## src/rtl/bus_ack_responder.sv

```systemverilog
// bus_ack_responder: bus target for the single-cycle req / single-cycle ack
// handshake. Requests are queued in a small FIFO and each one is answered by a
// single bus_ack pulse, in arrival order, after ACK_DELAY service cycles.
module bus_ack_responder #(
  parameter int DW        = 32,
  parameter int DEPTH     = 4,
  parameter int CW        = 3,
  parameter int ACK_DELAY = 2
) (
  input  logic          clk,
  input  logic          reset,
  input  logic          bus_req,
  input  logic [DW-1:0] bus_data,
  output logic          bus_ack,
  output logic [DW-1:0] ack_data,
  output logic          busy,
  output logic [CW-1:0] count,
  output logic          overflow
);

  localparam int AW = (DEPTH > 1) ? $clog2(DEPTH) : 1;
  // Wait counter only has to hold ACK_DELAY-1.
  localparam int TW = (ACK_DELAY > 1) ? $clog2(ACK_DELAY) : 1;

  typedef enum logic [1:0] {
    IDLE = 2'd0,
    WAIT = 2'd1,
    ACK  = 2'd2
  } state_t;

  state_t        state_q, state_d;
  logic [TW-1:0] cnt_q, cnt_d;
  logic [AW-1:0] wr_ptr_q, wr_ptr_d;
  logic [AW-1:0] rd_ptr_q, rd_ptr_d;
  logic [CW-1:0] count_q, count_d;
  logic          bus_ack_q, bus_ack_d;
  logic [DW-1:0] ack_data_q, ack_data_d;
  logic          busy_q, busy_d;
  logic          overflow_q, overflow_d;

  logic [DW-1:0] mem [DEPTH];
  logic          full;
  logic          push;
  logic          pop;

  // Next-state logic for FIFO bookkeeping and the service FSM.
  always_comb begin
    pop  = (state_q == ACK);
    full = (count_q == CW'(DEPTH));
    // A full FIFO still accepts a request when the head leaves at the same edge.
    push = bus_req && (!full || pop);

    wr_ptr_d   = wr_ptr_q;
    rd_ptr_d   = rd_ptr_q;
    count_d    = count_q;
    overflow_d = overflow_q;
    state_d    = state_q;
    cnt_d      = cnt_q;
    bus_ack_d  = 1'b0;
    ack_data_d = '0;

    if (push) wr_ptr_d = wr_ptr_q + AW'(1);
    if (pop)  rd_ptr_d = rd_ptr_q + AW'(1);

    if (push && !pop)      count_d = count_q + CW'(1);
    else if (pop && !push) count_d = count_q - CW'(1);

    if (bus_req && !push) overflow_d = 1'b1;

    case (state_q)
      IDLE: begin
        if (count_q != '0) begin
          state_d = WAIT;
          cnt_d   = TW'(ACK_DELAY - 1);
        end
      end
      WAIT: begin
        if (cnt_q != '0) begin
          cnt_d = cnt_q - TW'(1);
        end else begin
          state_d    = ACK;
          bus_ack_d  = 1'b1;
          ack_data_d = mem[rd_ptr_q];
        end
      end
      ACK: begin
        // Anything left after this pop (including a same-edge push) is served next.
        if (count_d != '0) begin
          state_d = WAIT;
          cnt_d   = TW'(ACK_DELAY - 1);
        end else begin
          state_d = IDLE;
        end
      end
      default: begin
        state_d = IDLE;
      end
    endcase

    busy_d = (count_d != '0) || (state_d != IDLE);
  end

  // State and output registers; reset discards everything pending.
  always_ff @(posedge clk) begin
    if (reset) begin
      state_q    <= IDLE;
      cnt_q      <= '0;
      wr_ptr_q   <= '0;
      rd_ptr_q   <= '0;
      count_q    <= '0;
      bus_ack_q  <= 1'b0;
      ack_data_q <= '0;
      busy_q     <= 1'b0;
      overflow_q <= 1'b0;
    end else begin
      state_q    <= state_d;
      cnt_q      <= cnt_d;
      wr_ptr_q   <= wr_ptr_d;
      rd_ptr_q   <= rd_ptr_d;
      count_q    <= count_d;
      bus_ack_q  <= bus_ack_d;
      ack_data_q <= ack_data_d;
      busy_q     <= busy_d;
      overflow_q <= overflow_d;
    end
  end

  // Payload storage; no reset so it can map onto RAM.
  always_ff @(posedge clk) begin
    if (push && !reset) mem[wr_ptr_q] <= bus_data;
  end

  assign bus_ack  = bus_ack_q;
  assign ack_data = ack_data_q;
  assign busy     = busy_q;
  assign count    = count_q;
  assign overflow = overflow_q;

endmodule
```

## config.mk

```make
export PLATFORM = sky130hd
export DESIGN_NAME = bus_ack_responder
export DESIGN_NICKNAME = d
export VERILOG_FILES = /design/src/rtl/bus_ack_responder.sv
export SDC_FILE = /design/constraint.sdc
export NUM_CORES = 1
export LEC_CHECK = 0
export CAP_MARGIN = 10
export CORE_MARGIN = 5
export CORE_UTILIZATION = 50
export DETAILED_ROUTE_END_ITERATION = 8
export HOLD_SLACK_MARGIN = 0.03
export MAX_ROUTING_LAYER = met4
export PLACE_DENSITY = 0.8
export SLEW_MARGIN = 10
export SYNTH_ARGS = -nofsm -noshare
export SYNTH_HDL_FRONTEND = slang
export SYNTH_SLANG_ARGS = --single-unit
```

## constraint.sdc

```tcl
create_clock -name clk -period 6.5 [get_ports clk]
set_input_delay 1.3 -clock clk [delete_from_list [all_inputs] [get_ports clk]]
set_output_delay 1.3 -clock clk [all_outputs]
set_load 0.03 [all_outputs]
```

==> metrics.cfg <==
[timing]
setup_viol=0
drv_slew=0
max_clock_freq_mhz=320
slew-limit-headroom=0.405
skew_ns=0.0103
period_needed_ns=3.13
period_share=0.481
rsz0062_at_grt=false
setup_tns_ns=0
hold_viol=0
tightest_slew_ns=0.892

[pwr]
p_int_uw=2080
ir_worst_vdd_uv=155
power_switching_share=0.245
power.switching_uw=674
p_clk_frac=0.372
p_seq_frac=0.475
pwr-share-comb=0.153
power.density_nw_per_um2=359
p_leak_uw=0.00252

[synthesis]
synth_fp_nets=361
synthTopCellsByArea=edfxtp_1, dfxtp_1, mux4_2
synthDistinctLibCells=32
synth_compound_area_frac=0.0193
netlist_instances=319
synthXorXnorAreaFrac=0.00568
avgSynthCellArea_sq_um=19.3
ys_seq_area_frac=0.769
syn_area_sq_um=6170
synthSimpleGateAreaFrac=0.0595
synth_seq_cells=173
yosysTopAreaCell=edfxtp_1
ys_warn_count=0
synthMuxAreaShare=0.119
synth_top_family_by_area=multiplexers
synth_fa_ha_area_frac=0.0142
synth.top_cell.area_share=0.623

[cts]
cts.sinks=173
clock_latency_ns=0.42
root_buffer=clkbuf_16
clkTransAtPathRegs_ns=0.06
h-tree-depth=4
cts_hold_buf=0
tritoncts=done
cts_setup_buffers=0
cts_max_path_buffers=2
cts_buffers=17
cts-resized-gates=0

[global_route]
grt_pass1_wl_um=16600
grt_max_degree=34
grt_pass1_vias=3126
antenna_found_initial=0
gr-total-overflow=0
grt_usage=0.160

[routing]
route.detailed.drc=0
dr.pass1.iters=5
wire_per_inst_um=18.4
drt_wl_total_um=10600
drtAntennaViolNets=0
avgViaCountPerCell=5.20
routed-via-count=3008
drt_iter0_drc=200

[final_layout]
antenna_cells=0
layout_common_cells=edfxtp_1, clkdlybuf4s50_1, dfxtp_1
syn2layout_area_growth_pct=24.4
fillers=841
layout_commonest_cell=edfxtp_1
seqCellArea_sq_um=4750
fin_cells=579
layout-drive-gt1-share=0.180
finalNetCount=440
multiInputGateArea_sq_um=1350

[die]
die_w_um=121
fp.dieH_um=121
coreArea_sq_um=12100
io_pins=73
initial_core_util=0.511
rows=40
dieArea_sq_um=14700

[critical_path]
cp_max_fo=32
crit_path_start_kind=input pin
cp.arrival_ns=3.17
worstSetupPathType=in -> reg
ff2ff_path_depth=4
required_ns=6.54
crit_path_end_kind=register

[placement]
routabilityCongestion=0.783
dp_cells=547
post-dp-hpwl_um=6300
io_buffer_count=72

[worst_hold_path]
min_path_cells=2
hp-class=reg -> reg

[job]
drv_cap=0

[status]
status=finished, final reports clean

critical path, stage by stage:
cell             delay, ns
clkdlybuf4s50_1       0.67
o21ai_1               0.21
nor2_1                0.23
and2_2                0.75
power groups by stage:
stage          clock network (uW)  registers (uW)  logic [uW]
2_1_floorplan                   0            1390         205
3_3_place_gp                    0            1330         409
3_5_place_dp                    0            1330         422
4_1_cts                      1040            1310         427
5_1_grt                      1090            1320         453
6_report                     1020            1310         421
state kept, by name, indices dropped and copies added, names as in the netlist, 2 cells and up:
register / flops
mem: 128
ack_data: 32
count: 3
rd_ptr_q: 2
state_q: 2
wr_ptr_q: 2
routing by layer:
layer	wire [um]	track usage	vias to the layer above
li1	-	-	1383
met1	4240	0.181	1531
met2	5820	0.270	82
met3	424	0.0559	12
met4	142	0.0467	0
met5	0	-	-
final cells by class:
class | instances | share of cell area
Clock inverter | 13 | 0.0215
Sequential cell | 173 | 0.619
Multi-Input combinational cell | 126 | 0.176
Clock buffer | 19 | 0.0577
Inverter | 6 | 0.00294
Tap cell | 168 | 0.0274
Timing Repair Buffer | 74 | 0.0959
synthesized netlist by cell type:
cell	instances
nand4bb_1	1
o21ai_1	2
ha_1	7
o22ai_1	1
nor3_1	3
nand2_1	4
inv_1	6
buf_2	6
a211o_1	1
xnor2_1	3
a21boi_0	1
o21ai_0	2
nor2b_2	1
a21oi_1	6
o31ai_1	1
o211ai_1	1
nand3_1	1
nand3b_1	1
mux4_2	32
and2_1	36
xor2_1	1
nor2b_1	1
a311oi_1	1
edfxtp_1	128
mux2i_1	1
a211oi_1	1
nor2_1	11
a311oi_2	1
or3_1	1
clkbuf_1	8
nand2b_1	4
dfxtp_1	45
cells by family after synthesis:
family          after synthesis
compound gates               18
xor+xnor                      4
fa+ha+maj                     7
buf+inv                      20
flops                       173
mux                          33
simple gates                 64
stage by stage:
stage	hold WS (ns)	setup WS [ns]	cell area, sq um	total power (uW)	utilization
2_1_floorplan	0.481	3.53	6170	1600	-
3_3_place_gp	0.472	3.03	7060	1740	0.586
3_5_place_dp	0.467	2.92	7060	1760	0.586
4_1_cts	0.481	3.35	7670	2780	0.636
5_1_grt	0.498	3.27	7670	2860	0.636
6_report	0.475	3.37	7670	2760	0.636
path summary, 6_finish.rpt:
path,from,endpoint,slack (ns)
max,bus_req,mem[1][11]$_DFFE_PP_,3.37
min,overflow$_SDFFE_PP0P_,overflow$_SDFFE_PP0P_,0.47
max reg2reg,state_q[1]$_SDFF_PP0_,mem[1][11]$_DFFE_PP_,3.96
min reg2reg,overflow$_SDFFE_PP0P_,overflow$_SDFFE_PP0P_,0.47
Note: power is estimated with default switching activity, not from simulation.
